`config.mk`:
```
export PLATFORM = sky130hd
export DESIGN_NAME = rgb565_to_hsv
export DESIGN_NICKNAME = d
export VERILOG_FILES = /design/src/rtl/rgb565_to_hsv_pkg.sv /design/src/rtl/rgb565_to_hsv_seq_divider.sv /design/src/rtl/rgb565_to_hsv.sv
export SDC_FILE = /design/constraint.sdc
export NUM_CORES = 1
export LEC_CHECK = 0
export ABC_AREA = 1
export ABC_CLOCK_PERIOD_IN_PS = 8200
export CAP_MARGIN = 20
export CORE_MARGIN = 4
export CORE_UTILIZATION = 62
export DETAILED_ROUTE_END_ITERATION = 8
export GPL_TIMING_DRIVEN = 0
export HOLD_SLACK_MARGIN = 0.12
export PLACE_DENSITY = 0.82
export RECOVER_POWER = 100
export SYNTH_ARGS = -nofsm -noshare
export SYNTH_HDL_FRONTEND = slang
export SYNTH_SLANG_ARGS = --single-unit
```
`constraint.sdc`:
```
create_clock -name clk -period 8.2 [get_ports clk]
set_input_delay 1.64 -clock clk [delete_from_list [all_inputs] [get_ports clk]]
set_output_delay 1.64 -clock clk [all_outputs]
set_load 0.005 [all_outputs]
```
`src/rtl/rgb565_to_hsv_pkg.sv`:
```
// rtl/rgb565_to_hsv_pkg.sv - shared constants and types for the RGB565 to HSV converter
// Contents: hue sector constants, FSM state enum, max-channel selector, divider step count.
package rgb565_to_hsv_pkg;

    // Hue is coded with 32 codes per 60 degree sector; 192 codes per turn.
    localparam logic [11:0] HUE_SECTOR = 12'd32;
    localparam logic [7:0]  HUE_G      = 8'd64;
    localparam logic [7:0]  HUE_B      = 8'd128;
    localparam logic [7:0]  HUE_WRAP   = 8'd192;

    // One quotient bit per cycle for a 12-bit dividend.
    localparam logic [3:0]  DIV_STEPS  = 4'd12;

    typedef enum logic [1:0] {
        ST_IDLE,
        ST_MINMAX,
        ST_DIV,
        ST_DONE
    } state_t;

    // Which channel holds the maximum (ties resolved r, then g, then b).
    typedef enum logic [1:0] {
        SEC_R,
        SEC_G,
        SEC_B
    } sector_t;

endpackage

```
`src/rtl/rgb565_to_hsv_seq_divider.sv`:
```
// rtl/rgb565_to_hsv_seq_divider.sv - 12-bit by 6-bit unsigned restoring divider, one bit per cycle
// Ports:
//   clk, rst       : clock, asynchronous active-low reset (clears all state)
//   start          : load dividend/divisor and begin; divisor must be nonzero
//   dividend       : 12-bit numerator
//   divisor        : 6-bit denominator
//   quotient       : low 6 bits of the quotient (callers never exceed 63)
//   done           : high during the cycle whose closing edge writes the last quotient bit
module seq_divider
    import rgb565_to_hsv_pkg::*;
(
    input  logic        clk,
    input  logic        rst,
    input  logic        start,
    input  logic [11:0] dividend,
    input  logic [5:0]  divisor,
    output logic [5:0]  quotient,
    output logic        done
);

    // quo starts as the dividend and is shifted left, with quotient bits
    // entering at the bottom as dividend bits leave at the top.
    logic [11:0] quo;
    logic [5:0]  rem;
    logic [5:0]  dsr;
    logic [3:0]  cnt;
    logic        busy;
    logic [6:0]  trial;
    logic [5:0]  diff;

    assign trial = {rem, quo[11]};
    // When trial >= dsr the true difference is below dsr, so 6 bits suffice.
    assign diff  = trial[5:0] - dsr;

    always_ff @(posedge clk or negedge rst) begin
        if (!rst) begin
            quo  <= '0;
            rem  <= '0;
            dsr  <= '0;
            cnt  <= '0;
            busy <= 1'b0;
        end else if (start) begin
            quo  <= dividend;
            rem  <= '0;
            dsr  <= divisor;
            cnt  <= DIV_STEPS;
            busy <= 1'b1;
        end else if (busy) begin
            if (trial >= {1'b0, dsr}) begin
                rem <= diff;
                quo <= {quo[10:0], 1'b1};
            end else begin
                rem <= trial[5:0];
                quo <= {quo[10:0], 1'b0};
            end
            cnt <= cnt - 4'd1;
            if (cnt == 4'd1) begin
                busy <= 1'b0;
            end
        end
    end

    assign done     = busy && (cnt == 4'd1);
    assign quotient = quo[5:0];

endmodule

```
`src/rtl/rgb565_to_hsv.sv`:
```
// rtl/rgb565_to_hsv.sv - RGB565 pixel to 8/6/6-bit HSV, fixed 15-cycle multi-cycle pipeline
// Ports:
//   clk, rst       : clock, asynchronous active-low reset
//   r, g, b        : 5/6/5-bit pixel, sampled on the edge where in_valid is high in IDLE
//   in_valid       : start strobe; ignored while a conversion is in flight
//   h              : hue 0..191, 32 codes per 60 degree sector
//   s, v           : saturation and value, 0..63
//   out_valid      : one-cycle pulse when h/s/v update
module rgb565_to_hsv
    import rgb565_to_hsv_pkg::*;
(
    input  logic       clk,
    input  logic       rst,
    input  logic [4:0] r,
    input  logic [5:0] g,
    input  logic [4:0] b,
    input  logic       in_valid,
    output logic [7:0] h,
    output logic [5:0] s,
    output logic [5:0] v,
    output logic       out_valid
);

    state_t     state;
    logic [5:0] r6, g6, b6;

    sector_t    sel;
    logic [5:0] mx, mn, dl;
    logic       hue_pos;
    logic [5:0] hue_mag;
    logic [5:0] sat_q, hue_q;
    logic       sat_done, hue_done;
    logic [7:0] hue_res;
    logic       div_start;

    // The captured channels stay stable for the whole conversion, so the
    // min/max network is purely combinational on them.
    always_comb begin
        sel = SEC_R;
        mx  = r6;
        if (r6 >= g6 && r6 >= b6) begin
            sel = SEC_R;
            mx  = r6;
        end else if (g6 >= b6) begin
            sel = SEC_G;
            mx  = g6;
        end else begin
            sel = SEC_B;
            mx  = b6;
        end
        mn = r6;
        if (g6 < mn) mn = g6;
        if (b6 < mn) mn = b6;
        dl = mx - mn;
    end

    // Signed offset from the sector centre, kept as sign + magnitude.
    always_comb begin
        hue_pos = 1'b1;
        hue_mag = '0;
        case (sel)
            SEC_R: begin
                hue_pos = (g6 >= b6);
                hue_mag = hue_pos ? (g6 - b6) : (b6 - g6);
            end
            SEC_G: begin
                hue_pos = (b6 >= r6);
                hue_mag = hue_pos ? (b6 - r6) : (r6 - b6);
            end
            SEC_B: begin
                hue_pos = (r6 >= g6);
                hue_mag = hue_pos ? (r6 - g6) : (g6 - r6);
            end
            default: begin
                hue_pos = 1'b1;
                hue_mag = '0;
            end
        endcase
    end

    assign div_start = (state == ST_MINMAX);

    // Zero divisors are replaced by 1; those results are discarded below.
    seq_divider u_sat_div (
        .clk      (clk),
        .rst      (rst),
        .start    (div_start),
        .dividend ({6'd0, dl} * 12'd63),
        .divisor  ((mx == 6'd0) ? 6'd1 : mx),
        .quotient (sat_q),
        .done     (sat_done)
    );

    seq_divider u_hue_div (
        .clk      (clk),
        .rst      (rst),
        .start    (div_start),
        .dividend ({6'd0, hue_mag} * HUE_SECTOR),
        .divisor  ((dl == 6'd0) ? 6'd1 : dl),
        .quotient (hue_q),
        .done     (hue_done)
    );

    always_comb begin
        hue_res = '0;
        if (dl != 6'd0) begin
            case (sel)
                // Red sector straddles the wrap point; a zero negative
                // offset would give 192, which folds back to 0.
                SEC_R:   hue_res = hue_pos ? {2'b00, hue_q}
                                 : ((hue_q == 6'd0) ? 8'd0 : HUE_WRAP - {2'b00, hue_q});
                SEC_G:   hue_res = hue_pos ? HUE_G + {2'b00, hue_q} : HUE_G - {2'b00, hue_q};
                SEC_B:   hue_res = hue_pos ? HUE_B + {2'b00, hue_q} : HUE_B - {2'b00, hue_q};
                default: hue_res = '0;
            endcase
        end
    end

    always_ff @(posedge clk or negedge rst) begin
        if (!rst) begin
            state     <= ST_IDLE;
            r6        <= '0;
            g6        <= '0;
            b6        <= '0;
            h         <= '0;
            s         <= '0;
            v         <= '0;
            out_valid <= 1'b0;
        end else begin
            out_valid <= 1'b0;
            case (state)
                ST_IDLE: begin
                    if (in_valid) begin
                        r6    <= {r, r[4]};
                        g6    <= g;
                        b6    <= {b, b[4]};
                        state <= ST_MINMAX;
                    end
                end
                ST_MINMAX: begin
                    state <= ST_DIV;
                end
                ST_DIV: begin
                    if (sat_done && hue_done) begin
                        state <= ST_DONE;
                    end
                end
                ST_DONE: begin
                    h         <= hue_res;
                    s         <= (mx == 6'd0) ? 6'd0 : sat_q;
                    v         <= mx;
                    out_valid <= 1'b1;
                    state     <= ST_IDLE;
                end
                default: begin
                    state <= ST_IDLE;
                end
            endcase
        end
    end

endmodule

```
=== Yosys cells after proc, flatten, opt, wreduce, memory -nomap -nowiden ===
Index checks and enable logic that the tools add are counted.

* Bits in registers: 99
* Bits of input ports: 19
* Word-level logic and storage cells: 112

* Add/sub/neg operators: 16
* Multiply operators: 1
* Order comparisons: 8
* Equality and inequality tests: 9
* Muxes and demuxes: 46
* Reduce and logical (&&, ||, !) cells: 14

{| class="wikitable"
|+ Operators with widths
! kind !! number
|-
| 2-to-1 mux 6 bit || 16
|-
| subtractor 6 bit || 9
|-
| 2-to-1 mux 12 bit || 4
|-
| 2-to-1 mux 8 bit || 5
|-
| greater-or-equal comparator 6 bit || 4
|-
| one-hot mux 8 bit (3 select lines) || 1
|-
| logical NOT 6 bit || 3
|-
| one-hot mux 6 bit (3 select lines) || 1
|-
| 2-to-1 mux 4 bit || 4
|-
| greater-or-equal comparator 7 x 6 -> 1 bit || 2
|-
| < comparator 6 bit || 2
|-
| multiplier 6 x 6 -> 12 bit, second input constant || 1
|-
| 2-to-1 mux 1 bit || 9
|-
| adder 7 x 6 -> 8 bit, first input constant || 1
|-
| adder 8 x 6 -> 8 bit, first input constant || 1
|-
| equality test 4 x 1 -> 1 bit, second input constant || 2
|-
| 2-to-1 mux 2 bit || 4
|-
| one-hot mux 2 bit (4 select lines) || 1
|-
| subtractor 4 x 1 -> 4 bit, second input constant || 2
|-
| subtractor 7 x 6 -> 8 bit, first input constant || 1
|-
| subtractor 7 x 7 -> 8 bit, first input constant || 1
|-
| subtractor 8 x 6 -> 8 bit, first input constant || 1
|-
| equality test 2 bit, second input constant || 3
|-
| nonzero test 6 bit || 1
|-
| other kinds (7) || 15
|}

=== Longest topological paths before layout ===
Gate-level depths: netlist of the first run.

* Depth after elaboration: 8
* Mapped depth: 47

=== By module ===
A second synthesis of the first run with hierarchy kept.

* Cells, all modules: 1103
* Area, all modules: 8366.8 sq um

{| class="wikitable"
|+ By module, submodules not included
! module !! times used !! cells an instance !! area each (sq um)
|-
| rgb565_to_hsv || 1 || 683 || 4913.5
|-
| seq_divider || 2 || 210 || 1726.7
|}

=== Worst setup path before layout of the first run ===
No wires, ideal clock.

* Kind: reg2reg
* Start point: register g6[0]
* End point: register u_sat_div.quo[10]
* Arrival time: 6.581 ns
* Data required time: 8.075 ns
* Slack: 1.494 ns
* Cell stages (with the launch flop): 39
* Clock period less this slack: 6.706 ns
* Path through: dfrtp_1 inv_1 ha_1 inv_1 fa_1 nand2_1 nand3_2 o21ai_0 ha_1 a21oi_1 nor2_1 a211oi_1 nand2_4 nand2_1 nand2_1 inv_1 ha_1 inv_1 [... 3 more ...] xor2_1 nand2_1 nand2_1 inv_1 ha_1 fa_1 fa_1 ha_1 a21oi_1 nand2_1 nand2_1 nand2_1 a21oi_1 nor2_1 o21ai_0 nand3b_1 nand3_1 nand3_1

* Cells in the longest elaborated chain, start to end: 7
* Elaborated cells between the ends (all ways): 12
* Classes of those cells: add/sub: 1; mul: 1; order compare: 4; mux: 5; reduce/logical: 1

{| class="wikitable"
|+ RTL lines
! item !! RTL line !! text
|-
| from (decl) || rgb565_to_hsv.sv:25 || <nowiki>logic [5:0] r6, g6, b6;</nowiki>
|-
| from (signal assigned) || rgb565_to_hsv.sv:135 || <nowiki>g6 <= g;</nowiki>
|-
| < comparator 6 bit || rgb565_to_hsv.sv:52 || <nowiki>if (g6 < mn) mn = g6;</nowiki>
|-
| 2-to-1 mux 6 bit || rgb565_to_hsv.sv:52 ||
|-
| < comparator 6 bit || rgb565_to_hsv.sv:53 || <nowiki>if (b6 < mn) mn = b6;</nowiki>
|-
| 2-to-1 mux 6 bit || rgb565_to_hsv.sv:53 ||
|-
| subtractor 6 bit * || rgb565_to_hsv.sv:54 || <nowiki>dl = mx - mn;</nowiki>
|-
| multiplier 6 x 6 -> 12 bit * || rgb565_to_hsv.sv:88 || <nowiki>.dividend ({6'd0, dl} * 12'd63),</nowiki>
|-
| 2-to-1 mux 12 bit * || rgb565_to_hsv_seq_divider.sv:42 || <nowiki>end else if (start) begin</nowiki>
|-
| to (signal assigned) || rgb565_to_hsv_seq_divider.sv:43 || <nowiki>quo <= dividend;</nowiki>
|-
| to (signal assigned) || rgb565_to_hsv_seq_divider.sv:51 || <nowiki>quo <= {quo[10:0], 1'b1};</nowiki>
|-
| to (signal assigned) || rgb565_to_hsv_seq_divider.sv:54 || <nowiki>quo <= {quo[10:0], 1'b0};</nowiki>
|-
| to (decl) || rgb565_to_hsv_seq_divider.sv:23 || <nowiki>logic [11:0] quo;</nowiki>
|}

Every way passes the cells marked *; elsewhere a longest branch is shown, timed or not.
A chain may end at the register's enable or synchronous reset.

=== Worst setup path after layout of the first run ===
* Start point: register r6[0]
* End point: register u_sat_div.quo[10]

* Cells in the longest elaborated chain, start to end: 7
* Elaborated cells between the ends (all ways): 11
* Classes of those cells: add/sub: 1; mul: 1; order compare: 4; mux: 4; reduce/logical: 1

{| class="wikitable"
|+ RTL lines
! item !! RTL line !! text
|-
| from (decl) || rgb565_to_hsv.sv:25 ||
|-
| from (signal assigned) || rgb565_to_hsv.sv:134 || <nowiki>r6 <= {r, r[4]};</nowiki>
|-
| < comparator 6 bit || rgb565_to_hsv.sv:52 ||
|-
| 2-to-1 mux 6 bit || rgb565_to_hsv.sv:52 ||
|-
| < comparator 6 bit || rgb565_to_hsv.sv:53 ||
|-
| 2-to-1 mux 6 bit || rgb565_to_hsv.sv:53 ||
|-
| subtractor 6 bit * || rgb565_to_hsv.sv:54 ||
|-
| multiplier 6 x 6 -> 12 bit * || rgb565_to_hsv.sv:88 ||
|-
| 2-to-1 mux 12 bit * || rgb565_to_hsv_seq_divider.sv:42 ||
|}

Marks and branches as above.

==> metrics.md, run 1 <==
| Metric | Value |
|---|---|
| Status | `finished with violations` |
| Violations in the final reports | `capacitance limit, slew limit` |
| Relative slew slack | `-77.4%` |
| Chip width | `119 µm` |
| Clk pin slew, worst setup/hold paths | `70 ps` |
| Final total negative setup slack | `0 ps` |
| Synth-to-Final Area Change | `10.7%` |
| Height of the die | `119 µm` |
| Nets | `approximately 1200` |
| Global route overflow | `0` |
| Crit path kind | `flip-flop to flip-flop` |
| Average detailed-routed wire length per instance | `15.4 µm` |
| Design Area, Final | `8430 µm²` |
| CP Data Required Time | `approximately 8400 ps` |
| Global route hottest layer | `met2` |
| Unrepaired setup endpoints after global routing | `no` |
| Most frequent standard cell in the layout excluding fill and tap cells | `sky130_fd_sc_hd__nand2_1` |
| Max-Cap Viols | `2` |
| Slew of the pin with the lowest slew margin | `2660 ps` |
| Leading cell types in the layout, fill and taps excluded | `260 x sky130_fd_sc_hd__nand2_1, 135 x sky130_fd_sc_hd__inv_1, 97 x sky130_fd_sc_hd__dfrtp_1, 89 x sky130_fd_sc_hd__o21ai_0, 89 x sky130_fd_sc_hd__ha_1` |
| Count of endpoints failing setup in the final report | `0` |
| Number of vias per cell | `5.69` |
| Register bit count reported by yosys | `97` |
| Total Routed Length | `18.5 mm` |
| Sort of element at the start of the critical path | `flip-flop` |
| Post-CTS setup repair buffer count | `0` |
| Gate family responsible for the most delay along the worst path | `adder cells` |
| Number of buffers added by the clock tree synthesis step | `9` |
| Critical path's largest stage delay | `approximately 580 ps` |
| Critical Path Start | `r6[0]` |
| Launch point of the worst reg-to-reg path | `r6[0]` |
| CP max stage cell | `sky130_fd_sc_hd__fa_1` |
| Syn. warnings | `0` |
| Placer congestion estimate | `0.996` |
| Half-perimeter wire length after placement | `14.2 mm` |
| Root Buffer | `sky130_fd_sc_hd__clkbuf_16` |
| TritonCTS Sinks | `between 90 and 100` |
| Wire length of the first global-routing pass | `30.9 mm` |
| Synth area leaders | `sky130_fd_sc_hd__dfrtp_1 32%, sky130_fd_sc_hd__ha_1 15%, sky130_fd_sc_hd__nand2_1 13%` |
| Register area share after synthesis | `31.9%` |
| Starting utilization of the core area | `63.4%` |
| Inserted Diodes | `0` |
| Die Area | `14100 µm²` |
| CP arrival | `~7800 ps` |
| Mapped Cells | `997` |
| Worst path bufs/invs | `7` |
| Proportion of netlist area held by the largest area contributor | `a little under a third` |
| Time the worst path needs with I/O delays and setup | `7520 ps` |
| Total core area | `12000 µm²` |
| Netlist cell types | `between 40 and 50` |
| Largest registers ranked by flip-flop count | `u_hue_div.quo x12, u_sat_div.quo x12, h x8` |
| Skew final | `16.1 ps` |
| Hold Crit Start | `h[7]` |
| Clock insertion delay at the later pin of the skew report | `360 ps` |
| Sequential standard cell area | `2430 µm²` |
| Vias after detailed routing | `6827` |
| Cell repeated most along the worst path | `sky130_fd_sc_hd__nand2_1` |
| Synthesized cell area | `roughly 7600 µm²` |
| Crit path capture type | `flip-flop` |
| Number of antenna violations at the first check in global routing | `0` |
| Share of the clock period used by the worst path | `91.7%` |
| Final-report max-slew violation count | `100` |
| Aggregate global-route resource usage | `between 20% and 30%` |
| Met3 Resource Use GR | `4.07%` |
| Detailed-route DRC error count | `0` |
| CTS Buffer Depth | `2` |
| Number of enable-type register cells in the synthesized netlist | `0` |
| GR Util met2 | `42.0%` |
| Number of placement rows | `40` |
| Detailed-router iteration count before antenna repair | `5` |
| Routed Antenna Nets | `0` |
| Count of pins on the block boundary | `40` |
| Net Count, Synth | `1124` |
| Initial DRC Count | `690` |
| Final Hold Vio Count | `0` |
| Ys async rst share | `100%` |
| Path type of the worst min-delay path | `flip-flop to flip-flop` |
| CTS hold repair buffers | `0` |
| Instance area at placement | `8210 µm²` |
| H-tree levels | `3` |
| Fmax | `0.133 GHz` |
| Number of global-route vias before repair | `~6300` |
| Main synth FF type | `sky130_fd_sc_hd__dfrtp_1` |
| Final hold slack | `470 ps` |
| Maximum fanout along the worst path | `10` |
| Post-synthesis average cell area | `7.64 µm²` |
| Combined area of the multi-input logic cells | `4490 µm²` |
| Fillcell total | `1017` |
| Post_cts resized | `0` |
| Met1 Use GR | `around two fifths` |
| Pin count of the biggest net entering global routing | `50` |
| Share of layout cells above drive strength 1 | `4.46%` |
| TritonCTS clock tree | `done` |
| Post-synth top area cell | `sky130_fd_sc_hd__dfrtp_1` |
| # port buffers | `39` |
-- through the flow --
stage	util (%)	std cells	setup slack, ps
final	70.2	1200	681
after global routing	70.2	1200	53.0
after CTS	70.7	1200	487
after detailed placement	68.4	1184	526
after global placement	68.2	1183	648
after floorplan	-	997	1490
-- per-layer routing --
layer / up-vias / routed length, µm
li1: 3359 / -
met1: 3183 / 8460
met2: 254 / 8200
met3: 31 / 1420
met4: 0 / 420
met5: - / 0
-- area by class of cell --
class,instances,area share (%)
Inverter,143,6.38
Buffer,25,1.56
Clock inverter,4,0.341
Clock buffer,12,2.92
Sequential cell,97,28.8
Tap cell,147,2.18
Timing Repair Buffer,40,4.60
Multi-Input combinational cell,732,53.2
-- path summary, 6_finish.rpt --
kind / end / slack [ps] / cells after the start
setup / recovery: u_sat_div.quo[10] / 680 / 36
hold / removal: h[7] / 470 / 2
setup reg to reg: u_sat_div.quo[10] / 680 / 36
hold reg to reg: h[7] / 470 / 2
max in group asynchronous: u_sat_div.cnt[0] / 2690 / 2
min in group asynchronous: h[3] / 2050 / 1
-- cells by family after synthesis --
group                    share of synthesized area, %
XOR/XNOR                                         2.76
buffers and inverters                            8.81
AND/OR/NAND/NOR                                  21.5
adder cells (fa/ha/maj)                          19.6
AO/OA/AOI/OAI                                    15.4
flip-flops                                       31.9
-- cells in the mapped netlist (2+ instances only) --
cell                       count
sky130_fd_sc_hd__a21o_1        8
sky130_fd_sc_hd__a21oi_1      63
sky130_fd_sc_hd__a21oi_2       3
sky130_fd_sc_hd__a31oi_1       8
sky130_fd_sc_hd__buf_1         4
sky130_fd_sc_hd__buf_2         3
sky130_fd_sc_hd__buf_6         4
sky130_fd_sc_hd__clkbuf_1     12
sky130_fd_sc_hd__clkinv_1      2
sky130_fd_sc_hd__dfrtp_1      97
sky130_fd_sc_hd__fa_1         19
sky130_fd_sc_hd__ha_1         89
sky130_fd_sc_hd__inv_1       134
sky130_fd_sc_hd__inv_2         6
sky130_fd_sc_hd__nand2_1     256
sky130_fd_sc_hd__nand2_2      11
sky130_fd_sc_hd__nand2_4       3
sky130_fd_sc_hd__nand3_1      45
sky130_fd_sc_hd__nand3_2       3
sky130_fd_sc_hd__nand3b_1      2
sky130_fd_sc_hd__nand4_1       3
sky130_fd_sc_hd__nor2_1       60
sky130_fd_sc_hd__nor3_1        3
sky130_fd_sc_hd__o211ai_1      4
sky130_fd_sc_hd__o21ai_0      84
sky130_fd_sc_hd__o21ai_1       9
sky130_fd_sc_hd__o21ai_2       2
sky130_fd_sc_hd__o21bai_1      2
sky130_fd_sc_hd__o221ai_1      9
sky130_fd_sc_hd__o22ai_1      14
sky130_fd_sc_hd__xnor2_1       6
sky130_fd_sc_hd__xor2_1       18
-- worst register-to-register path: cells and delay by family (launching register included) --
kind	cells	cell delay [ps]
compound gates	5	950
fa+ha+maj	8	2660
buf+inv	7	1200
xor+xnor	1	330
simple gates	15	1770
flops	1	460
Power of run 1 is left out: the tool's default activity adds up to more than one toggle a clock period on the data nets, which glitch-free logic cannot reach.
==> inputs of run 2 (changes only) <==
- CORE_UTILIZATION: 62 -> 41
- PLACE_DENSITY: 0.82 -> 0.68
==> run 2 against run 1 <==
The flow still finishes with violations (capacitance limit, slew limit). First-iteration DRC count fell by 33%. Die area is 47% higher. Cell count is 6.8% higher. Largest cell class unchanged. Highest routed layer unchanged.
==> metrics.md, run 2 (synthesis results as in run 1) <==
| Metric | Value |
|---|---|
| Root Buffer | `sky130_fd_sc_hd__clkbuf_16 (unchanged)` |
| Routed Antenna Nets | `0 (unchanged)` |
| CTS Buffer Depth | `2 (unchanged)` |
| H-tree levels | `3 (unchanged)` |
| Max-Cap Viols | `2 (unchanged)` |
| Aggregate global-route resource usage | `19.1% (was 27.2%)` |
| Share of layout cells above drive strength 1 | `4.75% (was 4.46%)` |
| Detailed-router iteration count before antenna repair | `5 (unchanged)` |
| Critical path's largest stage delay | `870 ps (was 580 ps)` |
| CP arrival | `7860 ps (was 7750 ps)` |
| Slew of the pin with the lowest slew margin | `3720 ps (was 2660 ps)` |
| Largest registers ranked by flip-flop count | `u_hue_div.quo x12, u_sat_div.quo x12, h x8 (unchanged)` |
| Crit path capture type | `flip-flop (unchanged)` |
| Wire length of the first global-routing pass | `31.4 mm (was 30.9 mm)` |
| Cell repeated most along the worst path | `sky130_fd_sc_hd__nand2_1 (unchanged)` |
| Nets | `1175 (unchanged)` |
| Detailed-route DRC error count | `0 (unchanged)` |
| Total Routed Length | `19.1 mm (was 18.5 mm)` |
| Synth-to-Final Area Change | `12.5% (was 10.7%)` |
| Maximum fanout along the worst path | `10 (unchanged)` |
| Number of antenna violations at the first check in global routing | `0 (unchanged)` |
| Unrepaired setup endpoints after global routing | `no (unchanged)` |
| Crit path kind | `flip-flop to flip-flop (unchanged)` |
| Inserted Diodes | `0 (unchanged)` |
| Pin count of the biggest net entering global routing | `70 (was 50)` |
| CTS hold repair buffers | `0 (unchanged)` |
| Clock insertion delay at the later pin of the skew report | `350 ps (was 360 ps)` |
| Clk pin slew, worst setup/hold paths | `70 ps (about the same)` |
| Path type of the worst min-delay path | `flip-flop to flip-flop (unchanged)` |
| TritonCTS Sinks | `97 (unchanged)` |
| Starting utilization of the core area | `42.1% (was 63.4%)` |
| Final Hold Vio Count | `0 (unchanged)` |
| Final total negative setup slack | `0 ps (unchanged)` |
| Number of vias per cell | `5.19 (was 5.69)` |
| Status | `finished with violations (unchanged)` |
| TritonCTS clock tree | `done (unchanged)` |
| Final cell count without fillers | `1282 (was 1200)` |
| Average detailed-routed wire length per instance | `14.9 µm (was 15.4 µm)` |
| # port buffers | `39 (unchanged)` |
| Number of buffers added by the clock tree synthesis step | `9 (unchanged)` |
| Time the worst path needs with I/O delays and setup | `7620 ps (was 7520 ps)` |
| Share of the clock period used by the worst path | `93.0% (was 91.7%)` |
| Final-report max-slew violation count | `100 (unchanged)` |
| Relative slew slack | `-148% (was -77.4%)` |
| Count of endpoints failing setup in the final report | `0 (unchanged)` |
| Most frequent standard cell in the layout excluding fill and tap cells | `sky130_fd_sc_hd__nand2_1 (unchanged)` |
| Skew final | `8.69 ps (was 16.1 ps)` |
| Leading cell types in the layout, fill and taps excluded | `258 x sky130_fd_sc_hd__nand2_1, 136 x sky130_fd_sc_hd__inv_1, 97 x sky130_fd_sc_hd__dfrtp_1, 90 x sky130_fd_sc_hd__o21ai_0, 89 x sky130_fd_sc_hd__ha_1 (was 260 x sky130_fd_sc_hd__nand2_1, 135 x sky130_fd_sc_hd__inv_1, 97 x sky130_fd_sc_hd__dfrtp_1, 89 x sky130_fd_sc_hd__o21ai_0, 89 x sky130_fd_sc_hd__ha_1)` |
| Die Area | `20800 µm² (was 14100 µm²)` |
| Total core area | `18100 µm² (was 12000 µm²)` |
| CP max stage cell | `sky130_fd_sc_hd__o21ai_0 (was sky130_fd_sc_hd__fa_1)` |
| Initial DRC Count | `464 (was 690)` |
| Chip width | `144 µm (was 119 µm)` |
| Post-Place Cells | `1266 (was 1184)` |
| Vias after detailed routing | `6652 (was 6827)` |
| Count of pins on the block boundary | `40 (unchanged)` |
| CP Data Required Time | `8440 ps (was 8430 ps)` |
| Height of the die | `144 µm (was 119 µm)` |
| Violations in the final reports | `capacitance limit, slew limit (unchanged)` |
| Number of placement rows | `49 (was 40)` |
| Global route overflow | `0 (unchanged)` |
| Placer congestion estimate | `0.942 (was 0.996)` |
| Half-perimeter wire length after placement | `15.0 mm (was 14.2 mm)` |
| Number of global-route vias before repair | `6225 (was 6287)` |
| Fmax | `0.131 GHz (was 0.133 GHz)` |
| Sort of element at the start of the critical path | `flip-flop (unchanged)` |
run 2: changes by cell type in the layout (fill, tap and decap cells not counted), sizes merged:
| cell | change |
|---|---|
| clkinvlp | -2 |
| clkbuf | -2 |
| inv | +4 |
run 2: through the flow:
stage,util (%),worst slack [ps],hold slack (ps),instance area [µm²]
floorplan,-,1490,449,7610
global placement,45.8,626,465,8290
detailed placement,46.0,523,466,8310
CTS,47.6,500,485,8610
global route,47.4,70.7,501,8560
finish,47.4,577,480,8560
run 2: metal layers:
layer	global-route usage, %	part of all wire (%)
met1	27.1	48
met2	30.0	45
met3	3.41	5.7
met4	5.30	1.7
met5	0	0
run 2: cell type report:
| cell class | count | area, µm² |
|---|---|---|
| sequential | 97 | 2430 |
| clock inverter | 6 | 57.6 |
| buffer | 25 | 131 |
| tap | 229 | 287 |
| fill | 1787 | 9520 |
| timing repair buffer | 40 | 388 |
| multi-input combinational | 732 | 4500 |
| clock buffer | 10 | 239 |
| inverter | 143 | 538 |
run 2: final timing paths:
kind | endpoint | cells after the start | slack [ps] | from
worst min-delay path | s[0] | 2 | 480 | s[0]
max in group asynchronous | state[0] | 2 | 2310 | rst
worst max-delay path | u_sat_div.quo[11] | 39 | 580 | r6[0]
worst max register to register | u_sat_div.quo[11] | 39 | 580 | r6[0]
worst min register to register | s[0] | 2 | 480 | s[0]
min in group asynchronous | h[7] | 1 | 1660 | rst
run 2: what timing repair did:
item                                    in CTS  in global routing
resized for setup                            0                  3
hold endpoints to repair                     0                  0
endpoints found under the setup margin       0                  2
setup buffers                                0                  0
run 2: critical path: cells and delay by family, from the launching register on:
kind | cells | cell delay [ps]
compound gates | 6 | 1700
fa+ha+maj | 7 | 2470
buf+inv | 8 | 950
flops | 1 | 480
simple gates | 18 | 1890
Power of run 2 is left out for the same reason.
